[config.mk]
export PLATFORM = sky130hd
export DESIGN_NAME = custom_uart_top
export DESIGN_NICKNAME = d
export VERILOG_FILES = /design/src/rtl/custom_uart_top.sv
export SDC_FILE = /design/constraint.sdc
export NUM_CORES = 1
export LEC_CHECK = 0
export ABC_CLOCK_PERIOD_IN_PS = 5100
export CAP_MARGIN = 10
export CORE_MARGIN = 1
export CORE_UTILIZATION = 40
export DETAILED_ROUTE_END_ITERATION = 12
export GPL_ROUTABILITY_DRIVEN = 0
export PLACE_DENSITY = 0.63
export SYNTH_ARGS = -nofsm -noshare
export SYNTH_HDL_FRONTEND = slang
export SYNTH_SLANG_ARGS = --single-unit
[constraint.sdc]
create_clock -name system_clk -period 5.1 [get_ports system_clk]
set_input_delay 1.53 -clock system_clk [delete_from_list [all_inputs] [get_ports system_clk]]
set_output_delay 1.53 -clock system_clk [all_outputs]
set_load 0.02 [all_outputs]
[src/rtl/custom_uart_top.sv]
// Full-duplex 8N1 UART: byte write port for TX, byte/strobe read port for RX,
// with RX framing/false-start flags and scope debug probes.
`timescale 1ns/1ps
module custom_uart_top #(
  parameter int unsigned SYSTEM_CLOCK  = 100000000,
  parameter int unsigned UART_BAUDRATE = 115200
) (
  input  logic       system_clk,
  input  logic       reset,
  input  logic [7:0] din,
  input  logic       wr_en,
  output logic       tx,
  output logic       tx_busy,
  input  logic       rx,
  output logic       rx_complete,
  output logic [7:0] dout,
  output logic [1:0] rx_error_bit,
  output logic       deb_rx,
  output logic       deb_rx_complete,
  output logic       deb_rx_clk,
  output logic       debuging_high
);

  localparam int unsigned BIT_CYC  = SYSTEM_CLOCK / UART_BAUDRATE;
  localparam int unsigned HALF_CYC = BIT_CYC / 2;
  localparam int unsigned CNT_W    = $clog2(BIT_CYC + 1);
  localparam logic [CNT_W-1:0] BIT_LAST  = CNT_W'(BIT_CYC - 1);
  localparam logic [CNT_W-1:0] HALF_LAST = CNT_W'(HALF_CYC - 1);

  typedef enum logic [1:0] {TX_IDLE, TX_START, TX_DATA, TX_STOP} tx_state_e;
  typedef enum logic [2:0] {RX_IDLE, RX_START, RX_DATA, RX_STOP, RX_WAIT_IDLE} rx_state_e;

  tx_state_e        tx_state_q, tx_state_d;
  logic [CNT_W-1:0] tx_cnt_q, tx_cnt_d;
  logic [2:0]       tx_bit_q, tx_bit_d;
  logic [7:0]       tx_shift_q, tx_shift_d;
  logic             tx_q, tx_d;
  logic             tx_busy_q, tx_busy_d;

  rx_state_e        rx_state_q, rx_state_d;
  logic [CNT_W-1:0] rx_cnt_q, rx_cnt_d;
  logic [2:0]       rx_bit_q, rx_bit_d;
  logic [7:0]       rx_shift_q, rx_shift_d;
  logic             rx_meta_q, rx_meta_d;
  logic             rx_sync_q, rx_sync_d;
  logic             rx_prev_q, rx_prev_d;
  logic [7:0]       dout_q, dout_d;
  logic             rx_complete_q, rx_complete_d;
  logic [1:0]       rx_err_q, rx_err_d;
  logic             deb_clk_q, deb_clk_d;

  // TX next-state: each frame state lasts BIT_CYC cycles
  always_comb begin
    tx_state_d = tx_state_q;
    tx_cnt_d   = tx_cnt_q;
    tx_bit_d   = tx_bit_q;
    tx_shift_d = tx_shift_q;
    tx_d       = tx_q;
    tx_busy_d  = tx_busy_q;
    if (tx_state_q == TX_IDLE) begin
      tx_cnt_d = '0;
      if (wr_en) begin
        tx_shift_d = din;
        tx_state_d = TX_START;
        tx_d       = 1'b0;
        tx_busy_d  = 1'b1;
      end
    end else if (tx_cnt_q != BIT_LAST) begin
      tx_cnt_d = tx_cnt_q + CNT_W'(1);
    end else begin
      tx_cnt_d = '0;
      case (tx_state_q)
        TX_START: begin
          tx_state_d = TX_DATA;
          tx_bit_d   = 3'd0;
          tx_d       = tx_shift_q[0];
        end
        TX_DATA: begin
          if (tx_bit_q == 3'd7) begin
            tx_state_d = TX_STOP;
            tx_d       = 1'b1;
          end else begin
            tx_bit_d   = tx_bit_q + 3'd1;
            tx_shift_d = {1'b0, tx_shift_q[7:1]};
            tx_d       = tx_shift_q[1];
          end
        end
        default: begin
          tx_state_d = TX_IDLE;
          tx_busy_d  = 1'b0;
        end
      endcase
    end
  end

  // RX next-state: start centre at HALF_CYC, then every BIT_CYC
  always_comb begin
    rx_meta_d     = rx;
    rx_sync_d     = rx_meta_q;
    rx_prev_d     = rx_sync_q;
    rx_state_d    = rx_state_q;
    rx_cnt_d      = rx_cnt_q + CNT_W'(1);
    rx_bit_d      = rx_bit_q;
    rx_shift_d    = rx_shift_q;
    dout_d        = dout_q;
    rx_complete_d = 1'b0;
    rx_err_d      = rx_err_q;
    deb_clk_d     = deb_clk_q;
    case (rx_state_q)
      RX_IDLE: begin
        rx_cnt_d = '0;
        if (rx_prev_q && !rx_sync_q) begin
          rx_state_d = RX_START;
          rx_bit_d   = 3'd0;
        end
      end
      RX_START: begin
        if (rx_cnt_q == HALF_LAST) begin
          rx_cnt_d  = '0;
          deb_clk_d = ~deb_clk_q;
          if (rx_sync_q) begin
            rx_err_d   = rx_err_q | 2'b10;
            rx_state_d = RX_IDLE;
          end else begin
            rx_state_d = RX_DATA;
          end
        end
      end
      RX_DATA: begin
        if (rx_cnt_q == BIT_LAST) begin
          rx_cnt_d   = '0;
          deb_clk_d  = ~deb_clk_q;
          rx_shift_d = {rx_sync_q, rx_shift_q[7:1]};
          rx_bit_d   = rx_bit_q + 3'd1;
          if (rx_bit_q == 3'd7) rx_state_d = RX_STOP;
        end
      end
      RX_STOP: begin
        if (rx_cnt_q == BIT_LAST) begin
          rx_cnt_d  = '0;
          deb_clk_d = ~deb_clk_q;
          if (rx_sync_q) begin
            dout_d        = rx_shift_q;
            rx_complete_d = 1'b1;
            rx_err_d      = 2'b00;
            rx_state_d    = RX_IDLE;
          end else begin
            rx_err_d   = rx_err_q | 2'b01;
            rx_state_d = RX_WAIT_IDLE;
          end
        end
      end
      default: begin
        // a held-low line must return high before a new start is accepted
        rx_cnt_d = '0;
        if (rx_sync_q) rx_state_d = RX_IDLE;
      end
    endcase
  end

  always_ff @(posedge system_clk) begin
    if (reset) begin
      tx_state_q    <= TX_IDLE;
      tx_cnt_q      <= '0;
      tx_bit_q      <= 3'd0;
      tx_shift_q    <= 8'd0;
      tx_q          <= 1'b1;
      tx_busy_q     <= 1'b0;
      rx_state_q    <= RX_IDLE;
      rx_cnt_q      <= '0;
      rx_bit_q      <= 3'd0;
      rx_shift_q    <= 8'd0;
      rx_meta_q     <= 1'b1;
      rx_sync_q     <= 1'b1;
      rx_prev_q     <= 1'b1;
      dout_q        <= 8'd0;
      rx_complete_q <= 1'b0;
      rx_err_q      <= 2'b00;
      deb_clk_q     <= 1'b0;
    end else begin
      tx_state_q    <= tx_state_d;
      tx_cnt_q      <= tx_cnt_d;
      tx_bit_q      <= tx_bit_d;
      tx_shift_q    <= tx_shift_d;
      tx_q          <= tx_d;
      tx_busy_q     <= tx_busy_d;
      rx_state_q    <= rx_state_d;
      rx_cnt_q      <= rx_cnt_d;
      rx_bit_q      <= rx_bit_d;
      rx_shift_q    <= rx_shift_d;
      rx_meta_q     <= rx_meta_d;
      rx_sync_q     <= rx_sync_d;
      rx_prev_q     <= rx_prev_d;
      dout_q        <= dout_d;
      rx_complete_q <= rx_complete_d;
      rx_err_q      <= rx_err_d;
      deb_clk_q     <= deb_clk_d;
    end
  end

  assign tx              = tx_q;
  assign tx_busy         = tx_busy_q;
  assign rx_complete     = rx_complete_q;
  assign dout            = dout_q;
  assign rx_error_bit    = rx_err_q;
  assign deb_rx          = rx_sync_q;
  assign deb_rx_complete = rx_complete_q;
  assign deb_rx_clk      = deb_clk_q;
  assign debuging_high   = 1'b1;

endmodule

==> results by group, run 1 <==
Synth
  – Top_reg_cell synth: dfxtp_1
  – Flops & latches, synth: 64
  – Yosys warns: 0
  – Synthesized Nets: 330
  – Syn Std Cell Area: 2850 um^2
  – Post-synth ARST share: 0
  – Top cell type by total area after synthesis: dfxtp_1
  – Synth top cells by count: dfxtp_1 (64), nor2_1 (59), mux2i_1 (27)
  – Most frequent cell after synthesis: dfxtp_1
  – Synth top area share: 0.450
  – Yosys cell types: 49
  – Post-synth EDFFs: 0
  – Syn Area/Cell: 9.25 um^2
  – Post-Synthesis Cells: 308
  – Post-synthesis sequential area ratio: 0.450
  – Main area contributors after synthesis: dfxtp_1 (45%), mux2i_1 (9.5%), nor2_1 (7.8%)

Floorplan
  – Num ports: 29
  – Die height: between 80 and 90 um
  – Standard-cell rows: 30
  – Chip width: 86.4 um
  – Initial core utilization: 0.417
  – Core ar.: about 7000 um^2
  – Die area: 7460 um^2

Timing
  – Setup TNS: 0 ns
  – Endpoints failing setup: 0
  – Post-route clock period utilization: 0.592
  – Final Hold Viols: 0
  – Unrepaired setup endpoints after global routing: no
  – Clock skew: 0.00790 ns
  – Least-Margin Pin Slew: 0.758 ns
  – Maximum clock rate: about 330 MHz
  – Slew headroom: 0.495
  – Fin. max-slew vios: 0
  – Final worst path period need: slightly above 3 ns

Min path
  – Hold WC Path Type: reg2reg

Drt
  – Initial DRT Pass Iterations: 4
  – Post-Route WL: between 5000 and 6000 um
  – Detailed-route DRC error count: 0
  – Wire per inst: 12.0 um
  – Drt via density: 4.87
  – Antenna-violating nets left: 0
  – Vias: 2093
  – First-iteration detailed-routing DRC count: 55

Setup path
  – CP Data Required Time: 3.57 ns
  – Delay-heaviest family, CP: buffers and inverters
  – Worst setup SP type: flop
  – Worst path cell trace: clkdlybuf4s50_1
  – Delay of the slowest cell on the worst path: 0.66 ns
  – Worst-path fanout max: 8
  – Worst setup path category: reg2out
  – Crit path buffers/inverters: 1
  – Crit path DAT: between 1 and 1.5 ns
  – Slowest-stage cell, CP: clkdlybuf4s50_1
  – Worst setup EP type: primary output

Placement
  – DP HPWL: around 3400 um
  – Placed Area: 3150 um^2
  – PortBufs: 27

Power
  – Combinational group share of total power: 0.083
  – Net Switching: 0.271 mW
  – Clk pwr share: 0.466
  – Net Sw Frac: 0.231
  – Internal Power: roughly 0.90 mW
  – Leak: 1.32 nW
  – Reg power frac: 0.451
  – Maximum VDD drop: 0.212 mV
  – Pwr dens: 344 nW/um^2

GRT
  – First-pass GRT wire length: 8810 um
  – Vias in the first global route: 1896
  – Antenna violations before repair: 0
  – Largest net degree at the start of global routing: 39
  – GR Overflow Total: 0
  – GRT Resource Usage Total: 0.153

Final layout
  – # diodes: 0
  – Nets: about 350
  – Finished Cell Area: 3400 um^2
  – Synthesis-to-finish area growth: 19.4%
  – Post-route core utilization: 0.498
  – Share of layout cells above drive strength 1: 0.0808

Clocking
  – H-Tree Depth: 3
  – Worst-Skew Late Latency: 0.34 ns
  – Worst-path clk slew: ~0.070 ns
  – CTS Sinks: 64
  – Root buf cell: clkbuf_8
  – TritonCTS Buffers: 9
  – CTS tree: yes
  – CTS Hold Buffers Added: 0
  – Post-CTS setup buffers: 0
  – Clock Path Buffers: 2
  – Post_cts resized: 0

Run
  – Max-cap violations: 0

Run status
  – Status: finished, final reports clean
sequential cells by signal, summed over array words and instances, names as in the netlist:
signal and flops:
deb_rx 1, deb_rx_clk 1, deb_rx_complete 1, dout 8
rx_bit_q 3, rx_cnt_q 10, rx_error_bit 2, rx_meta_q 1
rx_prev_q 1, rx_shift_q 8, rx_state_q 3, tx 1
tx_bit_q 3, tx_busy 1, tx_cnt_q 10, tx_shift_q 8
tx_state_q 2
power groups by stage:
stage          registers [mW]  clock network, mW  logic, mW
2_1_floorplan           0.537                  0     0.0784
3_3_place_gp            0.539                  0     0.0966
3_5_place_dp            0.540                  0     0.0973
4_1_cts                 0.528              0.563     0.0980
5_1_grt                 0.531              0.584      0.109
6_report                0.528              0.545     0.0971
area by class of cell:
cell class,instances,area [um^2]
Clock buffer,10,138
Clock inverter,6,115
Fill cell,675,3430
Inverter,14,52.6
Multi-Input combinational cell,212,1420
Sequential cell,64,1280
Tap cell,96,120
Timing Repair Buffer,28,278
path summary, 6_finish.rpt:
kind,slack (ns),depth (start not counted),end,startpoint
hold / removal,0.42,1,deb_rx$_SDFF_PP1_,rx_meta_q$_SDFF_PP1_
setup / recovery,2.08,1,deb_rx,deb_rx$_SDFF_PP1_
hold reg to reg,0.42,1,deb_rx$_SDFF_PP1_,rx_meta_q$_SDFF_PP1_
setup reg to reg,2.77,6,dout[6]$_SDFFE_PP0P_,rx_cnt_q[0]$_SDFF_PP0_
cells by family (layout without fill, tap and decap cells):
kind of cell | count (synthesis) | in the layout | synth area share
mux | 27 | 27 | 0.0949
xor+xnor | 17 | 17 | 0.0523
flops | 64 | 64 | 0.450
compound gates | 37 | 37 | 0.0988
fa+ha+maj | 10 | 10 | 0.0439
buf+inv | 32 | 58 | 0.0531
simple gates | 120 | 120 | 0.206
other cells | 1 | 1 | 0.00132
worst reg2reg max path: stages, from the launching register on:
cell and delay [ns]:
dfxtp_1 0.42, ha_1 0.28, nand4b_1 0.20, nor3_1 0.31, nand4_1 0.59, mux2i_1 0.35
nor2_1 0.07
layout by cell type, fill, tap and decap left out, types with 3 or more instances in the layout:
| master | synthesis | layout |
|---|---|---|
| xor2_1 | 6 | 6 |
| dfxtp_1 | 64 | 64 |
| o21ai_0 | 5 | 5 |
| nor2_1 | 59 | 59 |
| nor3_1 | 6 | 6 |
| inv_1 | 14 | 14 |
| nand2_1 | 12 | 12 |
| xnor2_1 | 11 | 11 |
| a21oi_1 | 7 | 7 |
| clkdlybuf4s50_1 | 0 | 27 |
| clkbuf_8 | 0 | 10 |
| bufinv_16 | 0 | 3 |
| a211oi_1 | 6 | 6 |
| ha_1 | 10 | 10 |
| nand3_1 | 13 | 13 |
| mux2i_1 | 27 | 27 |
| and3_1 | 8 | 8 |
per-layer routing:
layer  global-route usage  vias up  wire [um]
met2                0.248       34       2430
met5                    0        -          0
met4               0.0545        0         48
met3               0.0590        6        222
met1                0.183      957       2460
li1                     -     1096          -
metrics by stage:
step / cells / power, mW / hold slack [ns] / setup slack [ns]
6_report: 430 / 1.17 / 0.416 / 2.08
5_1_grt: 430 / 1.22 / 0.449 / 2.01
4_1_cts: 430 / 1.19 / 0.419 / 2.05
3_5_place_dp: 414 / 0.637 / 0.403 / 2.22
3_3_place_gp: 414 / 0.636 / 0.395 / 2.23
2_1_floorplan: 308 / 0.615 / 0.389 / 2.74
No activity file was read; power rests on OpenSTA's default activity.
==> inputs of run 2 (changes only) <==
--- a/config.mk
+++ b/config.mk
@@ -5,13 +5,13 @@
 export SDC_FILE = /design/constraint.sdc
 export NUM_CORES = 1
 export LEC_CHECK = 0
-export ABC_CLOCK_PERIOD_IN_PS = 5100
+export ABC_CLOCK_PERIOD_IN_PS = 2700
 export CAP_MARGIN = 10
 export CORE_MARGIN = 1
 export CORE_UTILIZATION = 40
 export DETAILED_ROUTE_END_ITERATION = 12
 export GPL_ROUTABILITY_DRIVEN = 0
-export PLACE_DENSITY = 0.63
+export PLACE_DENSITY = 0.65
 export SYNTH_ARGS = -nofsm -noshare
 export SYNTH_HDL_FRONTEND = slang
 export SYNTH_SLANG_ARGS = --single-unit
==> constraint.sdc (replaced) <==
create_clock -name system_clk -period 2.7 [get_ports system_clk]
set_input_delay 0.81 -clock system_clk [delete_from_list [all_inputs] [get_ports system_clk]]
set_output_delay 0.81 -clock system_clk [all_outputs]
set_load 0.02 [all_outputs]
==> results by group, run 2 (same netlist as run 1, synthesis figures left out) <==
Run status
  – Status: finished, final reports clean

Final layout
  – Top Registers: rx_cnt_q x10, tx_cnt_q x10
  – Most frequent cells in the layout: dfxtp_1 (64), nor2_1 (59), mux2i_1 (27), clkdlybuf4s50_1 (27), inv_1 (14)
  – Nets: 354 (+0.85%)
  – # diodes: 0 (unchanged)
  – Synthesis-to-finish area growth: 18.2%
  – Most common cell after layout, fill and taps aside: dfxtp_1
  – Share of layout cells above drive strength 1: 0.0890 (+0.00818)
  – Fill count: 669 (-0.89%)

GRT
  – First-pass GRT wire length: 8530 um (-3.2%)
  – Vias in the first global route: 1935 (+2.1%)
  – GRT Resource Usage Total: 0.146 (-0.00685)
  – Antenna violations before repair: 0 (unchanged)
  – GR Overflow Total: 0 (unchanged)
  – Largest net degree at the start of global routing: 28 (-28%)

Power
  – Leak: 1.30 nW (-2.0%)
  – Net Switching: 0.496 mW (+83%)
  – Combinational group share of total power: 0.094 (+0.011)
  – Net Sw Frac: 0.251 (+0.0192)
  – Reg power frac: 0.504 (+0.053)
  – Clk pwr share: 0.402 (-0.064)
  – Post-layout total power: 1.98 mW (+69%)
  – Maximum VDD drop: 0.259 mV (+22%)
  – Internal Power: 1.48 mW (+65%)
  – Pwr dens: 588 nW/um^2 (+71%)

Setup path
  – Delay-heaviest family, CP: buffers and inverters
  – WP depth: 1 (unchanged)
  – CP startpoint: deb_rx$_SDFF_PP1_
  – Worst-path fanout max: 8 (unchanged)
  – Worst setup path category: reg2out
  – CP endpoint: deb_rx
  – Worst path cell trace: clkdlybuf4s50_1
  – R2r worst-path depth: 6 (unchanged)
  – Critical R2R Launch: rx_cnt_q[0]$_SDFF_PP0_
  – CP Data Required Time: 1.89 ns (-1.68 ns)
  – FF-to-FF End: rx_shift_q[0]$_SDFFE_PP0P_
  – Crit path buffers/inverters: 1 (unchanged)
  – Worst setup SP type: flop
  – Worst setup EP type: primary output
  – R2r setup slk: 0.57 ns (-2.20 ns)
  – Crit path DAT: 1.48 ns (about the same)
  – Slowest-stage cell, CP: clkdlybuf4s50_1
  – Delay of the slowest cell on the worst path: 0.67 ns (about the same)

Floorplan
  – Standard-cell rows: 30 (unchanged)
  – Die height: 86.4 um (unchanged)
  – Chip width: 86.4 um (unchanged)
  – Core ar.: 6830 um^2 (unchanged)
  – Die area: 7460 um^2 (unchanged)
  – Initial core utilization: 0.417 (unchanged)
  – Num ports: 29 (unchanged)

Clocking
  – Worst-path clk slew: 0.07 ns (about the same)
  – Clock Path Buffers: 2 (unchanged)
  – CTS Hold Buffers Added: 0 (unchanged)
  – CTS tree: yes
  – TritonCTS Buffers: 9 (unchanged)
  – H-Tree Depth: 3 (unchanged)
  – Root buf cell: clkbuf_8
  – Post_cts resized: 0 (unchanged)
  – Worst-Skew Late Latency: 0.33 ns (about the same)
  – CTS Sinks: 64 (unchanged)
  – Post-CTS setup buffers: 0 (unchanged)

Run
  – Max-cap violations: 0 (unchanged)

Min path
  – Hold WC Path Type: reg2reg

Timing
  – Final worst path period need: 2.29 ns
  – Endpoints failing setup: 0 (unchanged)
  – Final Hold Viols: 0 (unchanged)
  – Unrepaired setup endpoints after global routing: no
  – Setup TNS: 0 ns (unchanged)
  – Post-route clock period utilization: 0.848
  – Fin. max-slew vios: 0 (unchanged)
  – Maximum clock rate: 437 MHz
  – Least-Margin Pin Slew: 0.660 ns (-0.0979 ns)
  – Slew headroom: 0.557 (+0.0623)
  – Clock skew: 0.00860 ns (+0.000700 ns)

Drt
  – Wire per inst: 11.3 um (-5.6%)
  – Detailed-route DRC error count: 0 (unchanged)
  – First-iteration detailed-routing DRC count: 78 (+42%)
  – Drt via density: 4.86 (about the same)
  – Initial DRT Pass Iterations: 4 (unchanged)
  – Antenna-violating nets left: 0 (unchanged)
  – Post-Route WL: 4910 um (-4.9%)
  – Vias: 2106 (+0.62%)

Placement
  – DP HPWL: 3400 um (-0.60%)
  – PortBufs: 27 (unchanged)
-- run 2: layer usage --
| layer | part of all wire | up-vias | routed length (um) | track usage |
|---|---|---|---|---|
| li1 | - | 1105 | - | - |
| met5 | 0 | - | 0 | 0 |
| met1 | 0.48 | 963 | 2340 | 0.180 |
| met4 | 0.012 | 0 | 61 | 0.0697 |
| met2 | 0.47 | 32 | 2330 | 0.229 |
| met3 | 0.035 | 6 | 174 | 0.0486 |
-- run 2: final cells by class --
cell class,instances,area [um^2],share of cell area
clock buffer,9,124,0.0368
sequential,64,1280,0.381
inverter,14,52.6,0.0156
timing repair buffer,31,300,0.0892
tap,96,120,0.0357
multi-input combinational,212,1420,0.421
clock inverter,7,72.6,0.0216
-- run 2: worst min path at each step --
| stage | from | end | cells past startpoint |
|---|---|---|---|
| 5_1_grt | rx_meta_q$_SDFF_PP1_ | deb_rx$_SDFF_PP1_ | 1 |
| 4_1_cts | rx_meta_q$_SDFF_PP1_ | deb_rx$_SDFF_PP1_ | 1 |
| 3_3_place_gp | rx_meta_q$_SDFF_PP1_ | deb_rx$_SDFF_PP1_ | 1 |
| 6_report | rx_meta_q$_SDFF_PP1_ | deb_rx$_SDFF_PP1_ | 1 |
| 3_5_place_dp | rx_meta_q$_SDFF_PP1_ | deb_rx$_SDFF_PP1_ | 1 |
| 2_1_floorplan | rx_meta_q$_SDFF_PP1_ | deb_rx$_SDFF_PP1_ | 1 |
-- run 2: worst reg2reg max path, cell delays in order (launching register included) --
cell and delay (ns):
dfxtp_1 0.41, ha_1 0.27, nand4b_1 0.20, nor3_1 0.31, and2_1 0.53, mux2i_1 0.25
nor2_1 0.05
-- run 2: metrics by stage --
stage / hold WS (ns) / cells / setup WS, ns / instance area [um^2] / util
after detailed placement: 0.404 / 417 / 0.398 / 3170 / 0.464
after floorplan: 0.389 / 308 / 0.881 / 2850 / -
after global routing: 0.451 / 433 / 0.328 / 3370 / 0.493
final: 0.424 / 433 / 0.410 / 3370 / 0.493
after global placement: 0.398 / 417 / 0.433 / 3170 / 0.464
after CTS: 0.427 / 433 / 0.374 / 3370 / 0.493
-- run 2: power groups by stage --
stage                     combinational [mW]  clock, mW  sequential, mW
after floorplan                        0.148          0            1.01
after global placement                 0.184          0            1.02
after detailed placement               0.188          0            1.02
after CTS                              0.188      0.825           0.997
after global routing                   0.209      0.865            1.00
final                                  0.186      0.795           0.998
